File: src/rtl/uart_tx_mmio_if.sv
// CPU-side register bus for the memory-mapped UART transmitter.
// The CPU (master) drives address/direction/write data; the peripheral answers with select/read data.
interface uart_tx_mmio_if;
  logic [15:0] address;
  logic        read_write;
  logic [7:0]  data_write;
  logic [7:0]  data_read;
  logic        select;

  modport master (
    output address,
    output read_write,
    output data_write,
    input  data_read,
    input  select
  );

  modport slave (
    input  address,
    input  read_write,
    input  data_write,
    output data_read,
    output select
  );
endinterface

File: src/rtl/uart_tx_mmio.sv
// Memory-mapped 8N1 UART transmitter: DATA register feeds a small FIFO,
// STATUS/CTRL register exposes FIFO/line state and the transmit-empty interrupt.
module uart_tx_mmio #(
  parameter logic [15:0] BASE_ADDR    = 16'hD000,
  parameter int          CLKS_PER_BIT = 16,
  parameter int          FIFO_DEPTH   = 4
) (
  input  logic           clk,
  input  logic           rst,
  uart_tx_mmio_if.slave  bus,
  output logic           tx,
  output logic           irq
);

  localparam int PTR_W  = $clog2(FIFO_DEPTH);
  localparam int CNT_W  = PTR_W + 1;
  localparam int BAUD_W = $clog2(CLKS_PER_BIT);

  localparam logic [BAUD_W-1:0] BAUD_LAST   = BAUD_W'(CLKS_PER_BIT - 1);
  localparam logic [CNT_W-1:0]  COUNT_FULL  = CNT_W'(FIFO_DEPTH);
  localparam logic [15:0]       STATUS_ADDR = BASE_ADDR + 16'd1;

  localparam logic [1:0] ST_IDLE  = 2'd0;
  localparam logic [1:0] ST_START = 2'd1;
  localparam logic [1:0] ST_DATA  = 2'd2;
  localparam logic [1:0] ST_STOP  = 2'd3;

  logic [7:0]        mem [FIFO_DEPTH];
  logic [PTR_W-1:0]  wr_ptr_reg;
  logic [PTR_W-1:0]  rd_ptr_reg;
  logic [CNT_W-1:0]  count_reg;
  logic              irq_en_reg;
  logic              overflow_reg;

  logic [1:0]        state_reg;
  logic [BAUD_W-1:0] baud_reg;
  logic [2:0]        bit_idx_reg;
  logic [7:0]        shift_reg;
  logic              tx_reg;

  logic       select;
  logic       wr_strobe;
  logic       data_wr;
  logic       ctrl_wr;
  logic       fifo_full;
  logic       fifo_empty;
  logic       push;
  logic       pop;
  logic       baud_done;
  logic [7:0] status;

  assign select     = (bus.address == BASE_ADDR) || (bus.address == STATUS_ADDR);
  assign wr_strobe  = select & ~bus.read_write;
  assign data_wr    = wr_strobe & (bus.address == BASE_ADDR);
  assign ctrl_wr    = wr_strobe & (bus.address == STATUS_ADDR);

  assign fifo_full  = (count_reg == COUNT_FULL);
  assign fifo_empty = (count_reg == '0);
  assign push       = data_wr & ~fifo_full;
  assign baud_done  = (baud_reg == BAUD_LAST);

  // The FSM takes the head either from IDLE or at the very last stop-bit cycle,
  // which is what makes back-to-back frames contiguous.
  assign pop = ~fifo_empty & ((state_reg == ST_IDLE) | ((state_reg == ST_STOP) & baud_done));

  assign status = {irq_en_reg, 3'b000, overflow_reg, (state_reg != ST_IDLE), fifo_empty, fifo_full};

  assign bus.select    = select;
  assign bus.data_read = (bus.address == STATUS_ADDR) ? status : 8'h00;
  assign irq           = irq_en_reg & fifo_empty;
  assign tx            = tx_reg;

  always_ff @(posedge clk) begin
    if (push) begin
      mem[wr_ptr_reg] <= bus.data_write;
    end
  end

  always_ff @(posedge clk) begin
    if (!rst) begin
      wr_ptr_reg   <= '0;
      rd_ptr_reg   <= '0;
      count_reg    <= '0;
      irq_en_reg   <= 1'b0;
      overflow_reg <= 1'b0;
    end else begin
      if (push) begin
        wr_ptr_reg <= wr_ptr_reg + 1'b1;
      end
      if (pop) begin
        rd_ptr_reg <= rd_ptr_reg + 1'b1;
      end
      if (push && !pop) begin
        count_reg <= count_reg + 1'b1;
      end else if (!push && pop) begin
        count_reg <= count_reg - 1'b1;
      end
      if (data_wr && fifo_full) begin
        overflow_reg <= 1'b1;
      end else if (ctrl_wr && bus.data_write[3]) begin
        overflow_reg <= 1'b0;
      end
      if (ctrl_wr) begin
        irq_en_reg <= bus.data_write[7];
      end
    end
  end

  // tx is updated on the same edge as the state change so the line is glitch-free.
  always_ff @(posedge clk) begin
    if (!rst) begin
      state_reg   <= ST_IDLE;
      baud_reg    <= '0;
      bit_idx_reg <= '0;
      shift_reg   <= '0;
      tx_reg      <= 1'b1;
    end else begin
      case (state_reg)
        ST_IDLE: begin
          if (pop) begin
            shift_reg <= mem[rd_ptr_reg];
            baud_reg  <= '0;
            tx_reg    <= 1'b0;
            state_reg <= ST_START;
          end
        end
        ST_START: begin
          if (baud_done) begin
            baud_reg    <= '0;
            bit_idx_reg <= '0;
            tx_reg      <= shift_reg[0];
            state_reg   <= ST_DATA;
          end else begin
            baud_reg <= baud_reg + 1'b1;
          end
        end
        ST_DATA: begin
          if (baud_done) begin
            baud_reg <= '0;
            if (bit_idx_reg == 3'd7) begin
              tx_reg    <= 1'b1;
              state_reg <= ST_STOP;
            end else begin
              bit_idx_reg <= bit_idx_reg + 1'b1;
              tx_reg      <= shift_reg[1];
              shift_reg   <= {1'b0, shift_reg[7:1]};
            end
          end else begin
            baud_reg <= baud_reg + 1'b1;
          end
        end
        ST_STOP: begin
          if (baud_done) begin
            baud_reg <= '0;
            if (pop) begin
              shift_reg <= mem[rd_ptr_reg];
              tx_reg    <= 1'b0;
              state_reg <= ST_START;
            end else begin
              state_reg <= ST_IDLE;
            end
          end else begin
            baud_reg <= baud_reg + 1'b1;
          end
        end
        default: state_reg <= ST_IDLE;
      endcase
    end
  end

endmodule

File: src/flat_wrapper.sv
// flat-port wrapper written by rule: the top's interface ports become plain ports
module uart_tx_mmio_flat 
#(
  parameter logic [15:0] BASE_ADDR    = 16'hD000,
  parameter int          CLKS_PER_BIT = 16,
  parameter int          FIFO_DEPTH   = 4
)
  (clk, rst, tx, irq, bus_address, bus_read_write, bus_data_write, bus_data_read, bus_select);
  uart_tx_mmio_if bus_i ();
  input  logic clk;
  input  logic rst;
  output logic tx;
  output logic irq;
  input wire logic [$bits(bus_i.address)-1:0] bus_address;
  input wire logic [$bits(bus_i.read_write)-1:0] bus_read_write;
  input wire logic [$bits(bus_i.data_write)-1:0] bus_data_write;
  output wire logic [$bits(bus_i.data_read)-1:0] bus_data_read;
  output wire logic [$bits(bus_i.select)-1:0] bus_select;
  assign bus_i.address = bus_address;
  assign bus_i.read_write = bus_read_write;
  assign bus_i.data_write = bus_data_write;
  assign bus_data_read = bus_i.data_read;
  assign bus_select = bus_i.select;
  uart_tx_mmio #(.BASE_ADDR(BASE_ADDR), .CLKS_PER_BIT(CLKS_PER_BIT), .FIFO_DEPTH(FIFO_DEPTH)) u_core (.clk(clk), .rst(rst), .bus(bus_i), .tx(tx), .irq(irq));
endmodule
File: config.mk
export PLATFORM = sky130hd
export DESIGN_NAME = uart_tx_mmio_flat
export DESIGN_NICKNAME = d
export VERILOG_FILES = /design/src/rtl/uart_tx_mmio_if.sv /design/src/rtl/uart_tx_mmio.sv /design/src/flat_wrapper.sv
export SDC_FILE = /design/constraint.sdc
export NUM_CORES = 1
export LEC_CHECK = 0
export ABC_AREA = 1
export BUFFER_PORTS_ARGS = -buffer_cell sky130_fd_sc_hd__clkbuf_2
export CORE_ASPECT_RATIO = 0.9
export CORE_MARGIN = 2
export CORE_UTILIZATION = 40
export DETAILED_ROUTE_END_ITERATION = 8
export GPL_TIMING_DRIVEN = 0
export SETUP_SLACK_MARGIN = 0.02
export SYNTH_ARGS = -nofsm -noshare
export SYNTH_HDL_FRONTEND = slang
export SYNTH_SLANG_ARGS = --single-unit
File: constraint.sdc
create_clock -name clk -period 6.2 [get_ports clk]
set_input_delay 1.24 -clock clk [delete_from_list [all_inputs] [get_ports clk]]
set_output_delay 1.24 -clock clk [all_outputs]
set_load 0.01 [all_outputs]
==> impl_metrics.yaml <==
run_status:
  status: "finished, final reports clean"
route:
  wl_per_cell_microns: 11.74
  initialDrtViolationCount: 71
  postRouteAntennaNets: 0
  drc: 0
  via_per_inst: 4.618
  via_count: 2295
  first_pass_iters: 5
  drt_wl_total_microns: 5834
floorplan:
  fp.dieH_microns: 85.77
  die_w_microns: 94.86
  die_area_sq_mm: 0.008136
  core_sq_mm: 0.007112
  pin_count: 38
  start_util: 0.4178
  rows: 29
grt:
  grt_max_degree: 12
  grt-ovfl-total: 0
  grt_pass1_wl_microns: 10260
  antenna_found_initial: 0
  first_global_vias: 2297
  grtUsageTotal: 0.1640
power:
  p_leak_nw: 1.507
  p_per_area_mw_per_mm2: 367.0
  peakVddDrop_mv: 0.1825
timing:
  post-route-period-util: 0.5435
  hold_ws_ns: 0.4707
  tns_ns: 0
  hold_viol_final: 0
  setup_viol: 0
  skew_ns: 0.008888
  max_freq_ghz: 0.2968
  slew_viol_final: 0
  maxSlewHeadroom: 0.4298
  fin_crit_ns: 3.370
  rsz0062_at_grt: "false"
  worst_pin_slew_ns: 0.8521
yosys:
  netlist-cell-type-count: 30
  synth_top_area_frac: 0.3234
  avgSynthCellArea_sq_um: 8.418
  syn-cell-area_sq_mm: 0.002972
  ys_seq_area_frac: 0.5187
  synthCells: 353
  synth_area_leaders: "edfxtp_1 32%, dfxtp_1 20%, nor2_1 9.5%"
  yosysWarnings: 0
  yosysTopAreaCell: "edfxtp_1"
  ys_ff_latch: 61
worst_setup_path:
  cp-end-kind: "primary output"
  path_cells: "clkbuf_2 > nor2_1 > nand2_1 > nor2_1 > nand2_1 > nor2_1 > clkbuf_2"
  cp_common_cell: "nor2_1"
  cp_slowest_cell: "nand2_1"
  path_class: "in2out"
  path_max_fanout: 7
  cp.required_ns: 4.96
  arrival_ns: 2.13
  cp-start-kind: "input pin"
  cpPeakStageDelay_ns: 0.19
clock_network:
  cts.sinks: 61
  cts_tree: "built"
  cts_buffers: 9
  htreeDepth: 3
  cts_resized: 0
  hold_buffers: 0
  postCtsSetupRepairBufs: 0
  clk_latency_ns: 0.33
  clockBufferDepth: 2
  path_clk_slew_ns: 0.07
  cts-root-buf: "clkbuf_8"
placed_design:
  dpl.cell_count: 481
  dp_hpwl_microns: 4260
  gp_congestion: 0.8023
  port_buffers: 33
final_layout:
  layout_common_cells: "75 x nor2_1, 72 x nand2_1, 38 x inv_1"
  syn_to_final_growth_pct: 15.92
  stdcell_count: 497
  drive_gt1_frac: 0.1782
  nets: 440
  largest_reg_flops: 32
  layout_commonest_cell: "nor2_1"
  fillers: 710
  n_antenna_cell: 0
run:
  maxCapViolCount: 0
worst_hold_path:
  min_path_type: "reg2reg"
## routing by layer
metal  up-vias  global-route usage  wire length (microns)
met3         7             0.03339                    222
met4         0             0.07115                     82
li1       1212                   -                      -
met1      1034              0.2159                   2812
met2        42              0.2624                   2716
met5         -                   0                      0
## metrics by stage
step                      setup slack (ns)  area, sq um  utilization  total power [mW]
after floorplan                      3.079         2979            -            0.8368
after global placement               2.837         3261       0.4585            0.9299
after detailed placement             2.820         3261       0.4585            0.9385
after CTS                            2.820         3445       0.4843             1.276
after global routing                 2.626         3445       0.4843             1.369
final                                2.830         3445       0.4843             1.264
## worst max-delay path, delay by kind of cell
family                 cells  cell delay (ns)
and+or+nand+nor            5             0.66
buffers and inverters      2             0.22
## synth_stat cells (all sizes together)
cell type   n
nand2      79
nor2       77
inv        41
o21ai      34
edfxtp     32
dfxtp      29
a21oi      14
ha         13
nand3      12
buf         9
clkbuf      3
nand4       3
conb        1
fa          1
o211a       1
o211ai      1
or2         1
xnor2       1
xor2        1
## layout make-up
type / count / area [sq um] / area share
flip-flops and latches: 61 / 1541 / 0.4475
multi-input cells: 241 / 1204 / 0.3494
repair buffers: 33 / 165.2 / 0.04795
inverters: 41 / 153.9 / 0.04468
clock buffers: 11 / 131.4 / 0.03814
well taps: 93 / 116.4 / 0.03378
plain buffers: 12 / 80.08 / 0.02325
clock inverters: 5 / 52.55 / 0.01526
## worst paths after layout
| check | from | end | slack (ns) | cells past startpoint |
|---|---|---|---|---|
| min reg2reg | u_core.tx$_SDFFE_PN1P_ | u_core.tx$_SDFFE_PN1P_ | 0.47 | 2 |
| max reg2reg | u_core.state_reg[0]$_SDFFE_PN0P_ | u_core.count_reg[2]$_SDFFE_PN0P_ | 3.92 | 13 |
| max | bus_address[3] | bus_data_read[2] | 2.83 | 7 |
| min | u_core.tx$_SDFFE_PN1P_ | u_core.tx$_SDFFE_PN1P_ | 0.47 | 2 |
## logic make-up after synthesis
kind of cell               count (synthesis)  synth area share
and+or+nand+nor                          172            0.2472
buffers and inverters                     53           0.07874
DFF                                       61            0.5187
AOI/OAI and AO/OA                         50           0.08674
adders and majority gates                 14           0.06148
other                                      1          0.001262
xor gates and xnor gates                   2          0.005896
## power by group
part	leakage [nW]	internal, mW	switching, mW
sequential	0.524	0.464	0.0237
combinational	0.890	0.156	0.283
clock	0.0931	0.184	0.153
Note: power is estimated with default switching activity, not from simulation.
